==> config.mk <==
export PLATFORM = sky130hd
export DESIGN_NAME = need_level_bank
export DESIGN_NICKNAME = d
export VERILOG_FILES = /design/src/rtl/need_pkg.sv /design/src/rtl/need_channel.sv /design/src/rtl/need_level_bank.sv
export SDC_FILE = /design/constraint.sdc
export NUM_CORES = 1
export LEC_CHECK = 0
export CORE_MARGIN = 8
export CORE_UTILIZATION = 48
export DETAILED_ROUTE_END_ITERATION = 10
export HOLD_SLACK_MARGIN = 0.05
export PLACE_DENSITY = 0.79
export SLEW_MARGIN = 25
export SYNTH_ARGS = -nofsm -noshare
export SYNTH_HDL_FRONTEND = slang
export SYNTH_SLANG_ARGS = --single-unit
==> constraint.sdc <==
create_clock -name clk -period 1.8 [get_ports clk]
set_clock_uncertainty 0.1 [all_clocks]
set_input_delay 0.27 -clock clk [delete_from_list [all_inputs] [get_ports clk]]
set_output_delay 0.27 -clock clk [all_outputs]
set_load 0.03 [all_outputs]
==> src/rtl/need_pkg.sv <==
// Shared definitions for the need-level bank: width helpers, default
// derived constants and the channel index map used by the top-level FSM.
package need_pkg;

    // Largest value representable in a level of the given width.
    function automatic int max_level_of(input int level_w);
        return (1 << level_w) - 1;
    endfunction

    // Decay counter width; kept at least one bit wide so a 1-tick period still elaborates.
    function automatic int decay_cnt_w(input int decay_ticks, input int sleep_mult);
        int w;
        w = $clog2(decay_ticks * sleep_mult);
        return (w < 1) ? 1 : w;
    endfunction

    // Feedback counter width, enough to hold FEEDBACK_TICKS.
    function automatic int fb_cnt_w(input int feedback_ticks);
        return $clog2(feedback_ticks + 1);
    endfunction

    localparam int DEF_LEVEL_W        = 2;
    localparam int DEF_DECAY_TICKS    = 15;
    localparam int DEF_SLEEP_MULT     = 2;
    localparam int DEF_FEEDBACK_TICKS = 7;

    localparam int MAX_LEVEL   = max_level_of(DEF_LEVEL_W);
    localparam int DECAY_CNT_W = decay_cnt_w(DEF_DECAY_TICKS, DEF_SLEEP_MULT);
    localparam int FB_CNT_W    = fb_cnt_w(DEF_FEEDBACK_TICKS);

    localparam int CH_HUNGER  = 0;
    localparam int CH_ENERGY  = 1;
    localparam int CH_HYGIENE = 2;
    localparam int CH_FUN     = 3;

endpackage

==> src/rtl/need_channel.sv <==
// One need channel: request edge detect, saturating level with timed decay,
// and a feedback window that restarts on every accepted request.
module need_channel
    import need_pkg::*;
#(
    parameter int LEVEL_W        = 2,
    parameter int DECAY_TICKS    = 15,
    parameter int SLEEP_MULT     = 2,
    parameter int FEEDBACK_TICKS = 7
) (
    input  logic               clk,
    input  logic               rst,
    input  logic               tick_en,
    input  logic               activo,
    input  logic               sleep,
    input  logic               req,
    output logic [LEVEL_W-1:0] level,
    output logic               feedback,
    output logic               critical
);

    localparam int DCW = decay_cnt_w(DECAY_TICKS, SLEEP_MULT);
    localparam int FCW = fb_cnt_w(FEEDBACK_TICKS);

    localparam logic [LEVEL_W-1:0] LVL_MAX     = LEVEL_W'(max_level_of(LEVEL_W));
    localparam logic [DCW-1:0]     LAST_NORMAL = DCW'(DECAY_TICKS - 1);
    localparam logic [DCW-1:0]     LAST_SLEEP  = DCW'(DECAY_TICKS * SLEEP_MULT - 1);
    localparam logic [FCW-1:0]     FB_LAST     = FCW'(FEEDBACK_TICKS - 1);

    logic               req_prev_reg;
    logic [LEVEL_W-1:0] level_reg;
    logic [DCW-1:0]     decay_cnt_reg;
    logic               feedback_reg;
    logic [FCW-1:0]     fb_cnt_reg;

    logic accept;
    logic decay_tick;
    logic decay_due;

    // A rising edge is only honoured while enabled; one seen while disabled is dropped.
    assign accept     = req & ~req_prev_reg & activo;
    assign decay_tick = activo & tick_en;
    // ">=" rather than "==" so a switch to a shorter period with a larger count decays at once.
    assign decay_due  = decay_cnt_reg >= (sleep ? LAST_SLEEP : LAST_NORMAL);

    // Previous request sample for edge detection, tracked regardless of activo.
    always_ff @(posedge clk or posedge rst) begin
        if (rst) begin
            req_prev_reg <= 1'b0;
        end else begin
            req_prev_reg <= req;
        end
    end

    // Level and decay counter; an accept in the same cycle as a decay tick wins.
    always_ff @(posedge clk or posedge rst) begin
        if (rst) begin
            level_reg     <= LVL_MAX;
            decay_cnt_reg <= '0;
        end else if (accept) begin
            decay_cnt_reg <= '0;
            if (level_reg != LVL_MAX) begin
                level_reg <= level_reg + LEVEL_W'(1);
            end
        end else if (decay_tick) begin
            if (decay_due) begin
                decay_cnt_reg <= '0;
                if (level_reg != '0) begin
                    level_reg <= level_reg - LEVEL_W'(1);
                end
            end else begin
                decay_cnt_reg <= decay_cnt_reg + DCW'(1);
            end
        end
    end

    // Feedback window: opens on accept, closes on the FEEDBACK_TICKS-th tick, ignores activo.
    always_ff @(posedge clk or posedge rst) begin
        if (rst) begin
            feedback_reg <= 1'b0;
            fb_cnt_reg   <= '0;
        end else if (accept) begin
            feedback_reg <= 1'b1;
            fb_cnt_reg   <= '0;
        end else if (feedback_reg && tick_en) begin
            if (fb_cnt_reg == FB_LAST) begin
                feedback_reg <= 1'b0;
                fb_cnt_reg   <= '0;
            end else begin
                fb_cnt_reg <= fb_cnt_reg + FCW'(1);
            end
        end
    end

    assign level    = level_reg;
    assign feedback = feedback_reg;
    assign critical = (level_reg == '0);

endmodule

==> src/rtl/need_level_bank.sv <==
// Bank of independent need channels plus the aggregate min / all-full view
// consumed by the behaviour state machine and the display driver.
module need_level_bank
    import need_pkg::*;
#(
    parameter int N_CH           = 4,
    parameter int LEVEL_W        = 2,
    parameter int DECAY_TICKS    = 15,
    parameter int SLEEP_MULT     = 2,
    parameter int FEEDBACK_TICKS = 7
) (
    input  logic                    clk,
    input  logic                    B_reset,
    input  logic                    tick_en,
    input  logic                    activo,
    input  logic                    sleep,
    input  logic [N_CH-1:0]         req,
    output logic [N_CH*LEVEL_W-1:0] level,
    output logic [N_CH-1:0]         feedback,
    output logic [N_CH-1:0]         critical,
    output logic [LEVEL_W-1:0]      min_level,
    output logic                    all_full
);

    localparam logic [LEVEL_W-1:0] LVL_MAX = LEVEL_W'(max_level_of(LEVEL_W));

    logic [LEVEL_W-1:0] ch_level [N_CH];

    generate
        for (genvar gi = 0; gi < N_CH; gi++) begin : g_ch
            need_channel #(
                .LEVEL_W        (LEVEL_W),
                .DECAY_TICKS    (DECAY_TICKS),
                .SLEEP_MULT     (SLEEP_MULT),
                .FEEDBACK_TICKS (FEEDBACK_TICKS)
            ) u_channel (
                .clk      (clk),
                .rst      (B_reset),
                .tick_en  (tick_en),
                .activo   (activo),
                .sleep    (sleep),
                .req      (req[gi]),
                .level    (ch_level[gi]),
                .feedback (feedback[gi]),
                .critical (critical[gi])
            );
            assign level[gi*LEVEL_W +: LEVEL_W] = ch_level[gi];
        end
    endgenerate

    // Aggregate reduction over the registered channel levels.
    always_comb begin
        min_level = LVL_MAX;
        all_full  = 1'b1;
        for (int i = 0; i < N_CH; i++) begin
            if (ch_level[i] < min_level) begin
                min_level = ch_level[i];
            end
            if (ch_level[i] != LVL_MAX) begin
                all_full = 1'b0;
            end
        end
    end

endmodule
==> impl_metrics.tcl <==
set metrics [dict create \
    floorplan.initialDensity_pct 48.6 \
    cts.path.max_buffers 2 \
    clock-sinks 48 \
    grt_overflow 0 \
    die_w_um 92.5 \
    yosys.area.top_type "dfrtp_1" \
    io_pins 28 \
    drt_pass1_iterations 5 \
    synth_edf_count 0 \
    cts_root_buffer "clkbuf_8" \
    drt_iter0_markers 149 \
    fillers 445 \
    place_ws_ns -0.544 \
    cts_buffers 5 \
    reg2reg_depth 8 \
    ys_ff_latch 48 \
    required_ns 1.43 \
    path_class "flop to output pin" \
    route.detailed.drc 0 \
    hold_buffers 0 \
    seqCellArea_um2 1210 \
    tns_ns -0.594 \
    powerDensity_nw_per_um2 1290 \
    synthArstFlopShare_pct 100 \
    final-setup-viol-count 3 \
    cp-end-kind "output pin" \
    port_buffers 27 \
    wl_per_cell_um 15.6 \
    relSlewSlack_pct 75.6 \
    coreArea_um2 5780 \
    rows 28 \
    cts_tree "done" \
    die-area_um2 8560 \
    ys_seq_area_share_pct 43.1 \
    synth_nets 338 \
    path_max_fanout 4 \
    drv_slew 0 \
    num_antenna_cells 0 \
    syn_area_per_cell_um2 9.15 \
    yosys-top-cells-area "dfrtp_1 (36%), ha_1 (9.8%), dfstp_2 (7.5%)" \
    h-tree-depth 2 \
    yosys.area.top_type_share_pct 35.6 \
    grt_pass1_wl_mm 11.0 \
    violations "setup timing" \
    cap_violations 0 \
    timing.fmax_mhz 458 \
    utilization_pct 64.7 \
    worstSetupStartpoint "g_ch[0].u_channel.level[1]$_DFFE_PP1P_" \
    r2r-end "g_ch[1].u_channel.decay_cnt_reg[0]$_DFFE_PP0P_" \
    path_clk_slew_ns 0.10 \
    power_mw 4.83 \
    ys.flop_type "dfrtp_1" \
    antenna_found_initial 0 \
    largest_reg_flops 20 \
    rrSetupSlack_ns 0.03 \
    die-height_um 92.5 \
    rsz0062_at_grt "true" \
    min_period_over_period_pct 121 \
    crit_arrival_ns 1.81 \
    critPathLaunchType "flop" \
    tightest_slew_ns 0.364 \
    multiInputGateArea_um2 1630 \
    grt_pass1_vias 2548 \
    route.antenna.remaining_nets 0 \
    vias_per_cell 5.66 \
    irDropWorstVdd_v 0.000885 \
    layout.nets 399 \
    place.gp.congestion 0.821 \
    yosys_warnings 0 \
    grt_usage_pct 15.7 \
    fin_crit_ns 2.18 \
    min_path_type "primary input to async pin" \
    hold_viol_final 0 \
    clkLatencyLatePin_ns 0.31 \
    drive_above_1_share_pct 30.4 \
    leakagePower_nw 1.68 \
    area_growth_pct 33.0 \
    syn_area_um2 2810 \
    vias 2514 \
    wl_mm 6.92 \
    rr_startpoint "g_ch[1].u_channel.decay_cnt_reg[0]$_DFFE_PP0P_" \
    grt_max_degree 49 \
    hpwl_mm 4.68 \
    ys_types 44 \
    worst_slack_ns -0.382 \
    synthCells 307 \
    status "finished with violations" \
]
## routing by layer
metal	vias up	routed length [um]	track usage, %
li1	1210	-	-
met1	1246	2810	16.3
met2	48	3780	29.9
met3	10	224	3.07
met4	0	104	6.44
met5	-	0	0
## cell usage in the layout, fill, tap and decap left out, drive strengths merged, types with 4 or more instances in the layout
cell type and instances:
nand2 26, xor2 6, nand3 17, o21ai 19, dfstp 8, nand2b 4, a21oi 24, clkbuf 8
nor3b 4, dfrtp 40, a211oi 9, a31oi 7, inv 13, and3b 4, nor2 40, dlygate4sd2 8
ha 22, nand4b 5, buf 54, clkdlybuf4s50 7, nand4 5, nor3 8
## cells in the mapped netlist, types with 2 or more instances
library cell	number
a211o_1	3
a211oi_1	8
a21o_1	3
a21oi_1	23
a31oi_1	7
a32o_1	2
and3b_1	4
buf_2	5
buf_4	9
buf_6	2
clkbuf_1	5
dfrtp_1	40
dfstp_2	8
ha_1	22
inv_1	12
nand2_1	25
nand2b_1	4
nand3_1	17
nand3b_1	3
nand4_1	5
nand4b_1	5
nor2_1	40
nor3_1	8
nor3b_1	4
o21ai_0	16
o21ai_2	2
o31ai_1	3
xor2_1	6
## stage by stage
stage	hold WS, ns	area [um^2]	instances
2_1_floorplan	0.201	2860	307
3_3_place_gp	0.412	3360	424
3_5_place_dp	0.430	3360	424
4_1_cts	0.215	3560	434
5_1_grt	0.238	3740	444
6_report	0.208	3740	444
## final cells by class
type,count,share of cell area [%]
multi-input cells,226,43.6
well taps,75,2.51
flip-flops and latches,48,32.4
inverters,12,1.21
clock inverters,3,1.84
repair buffers,75,16.6
clock buffers,5,1.84
## cell families (layout without fill, tap and decap cells)
logic type | after synthesis | after routing | synth area share, %
simple gates | 121 | 121 | 21.2
compound gates | 76 | 76 | 17.3
flops | 48 | 48 | 43.1
buf+inv | 33 | 95 | 6.37
fa+ha+maj | 22 | 22 | 9.80
xor+xnor | 6 | 6 | 1.87
mux | 1 | 1 | 0.356
## worst max path at each step
stage	to
floorplan	min_level[0]
global placement	g_ch[2].u_channel.decay_cnt_reg[0]$_DFFE_PP0P_
detailed placement	g_ch[2].u_channel.decay_cnt_reg[0]$_DFFE_PP0P_
CTS	min_level[0]
global route	min_level[0]
finish	min_level[0]
## power by group
| group | switching, mW | internal [mW] |
|---|---|---|
| logic | 1.04 | 0.995 |
| clock network | 0.394 | 0.560 |
| registers | 0.422 | 1.42 |
## critical path: stages (launching register included)
cell	delay, ns
dfstp_2	0.60
ha_4	0.16
ha_4	0.14
inv_2	0.04
ha_4	0.14
nand2b_4	0.14
a21oi_4	0.14
buf_6	0.14
## timing repair
item,CTS,global route
gates resized for setup,44,28
endpoints found under the hold margin,0,0
buffers inserted,2,10
endpoints found under the setup margin,44,18
pin swaps,5,12
(Power assumes the default switching activity.)
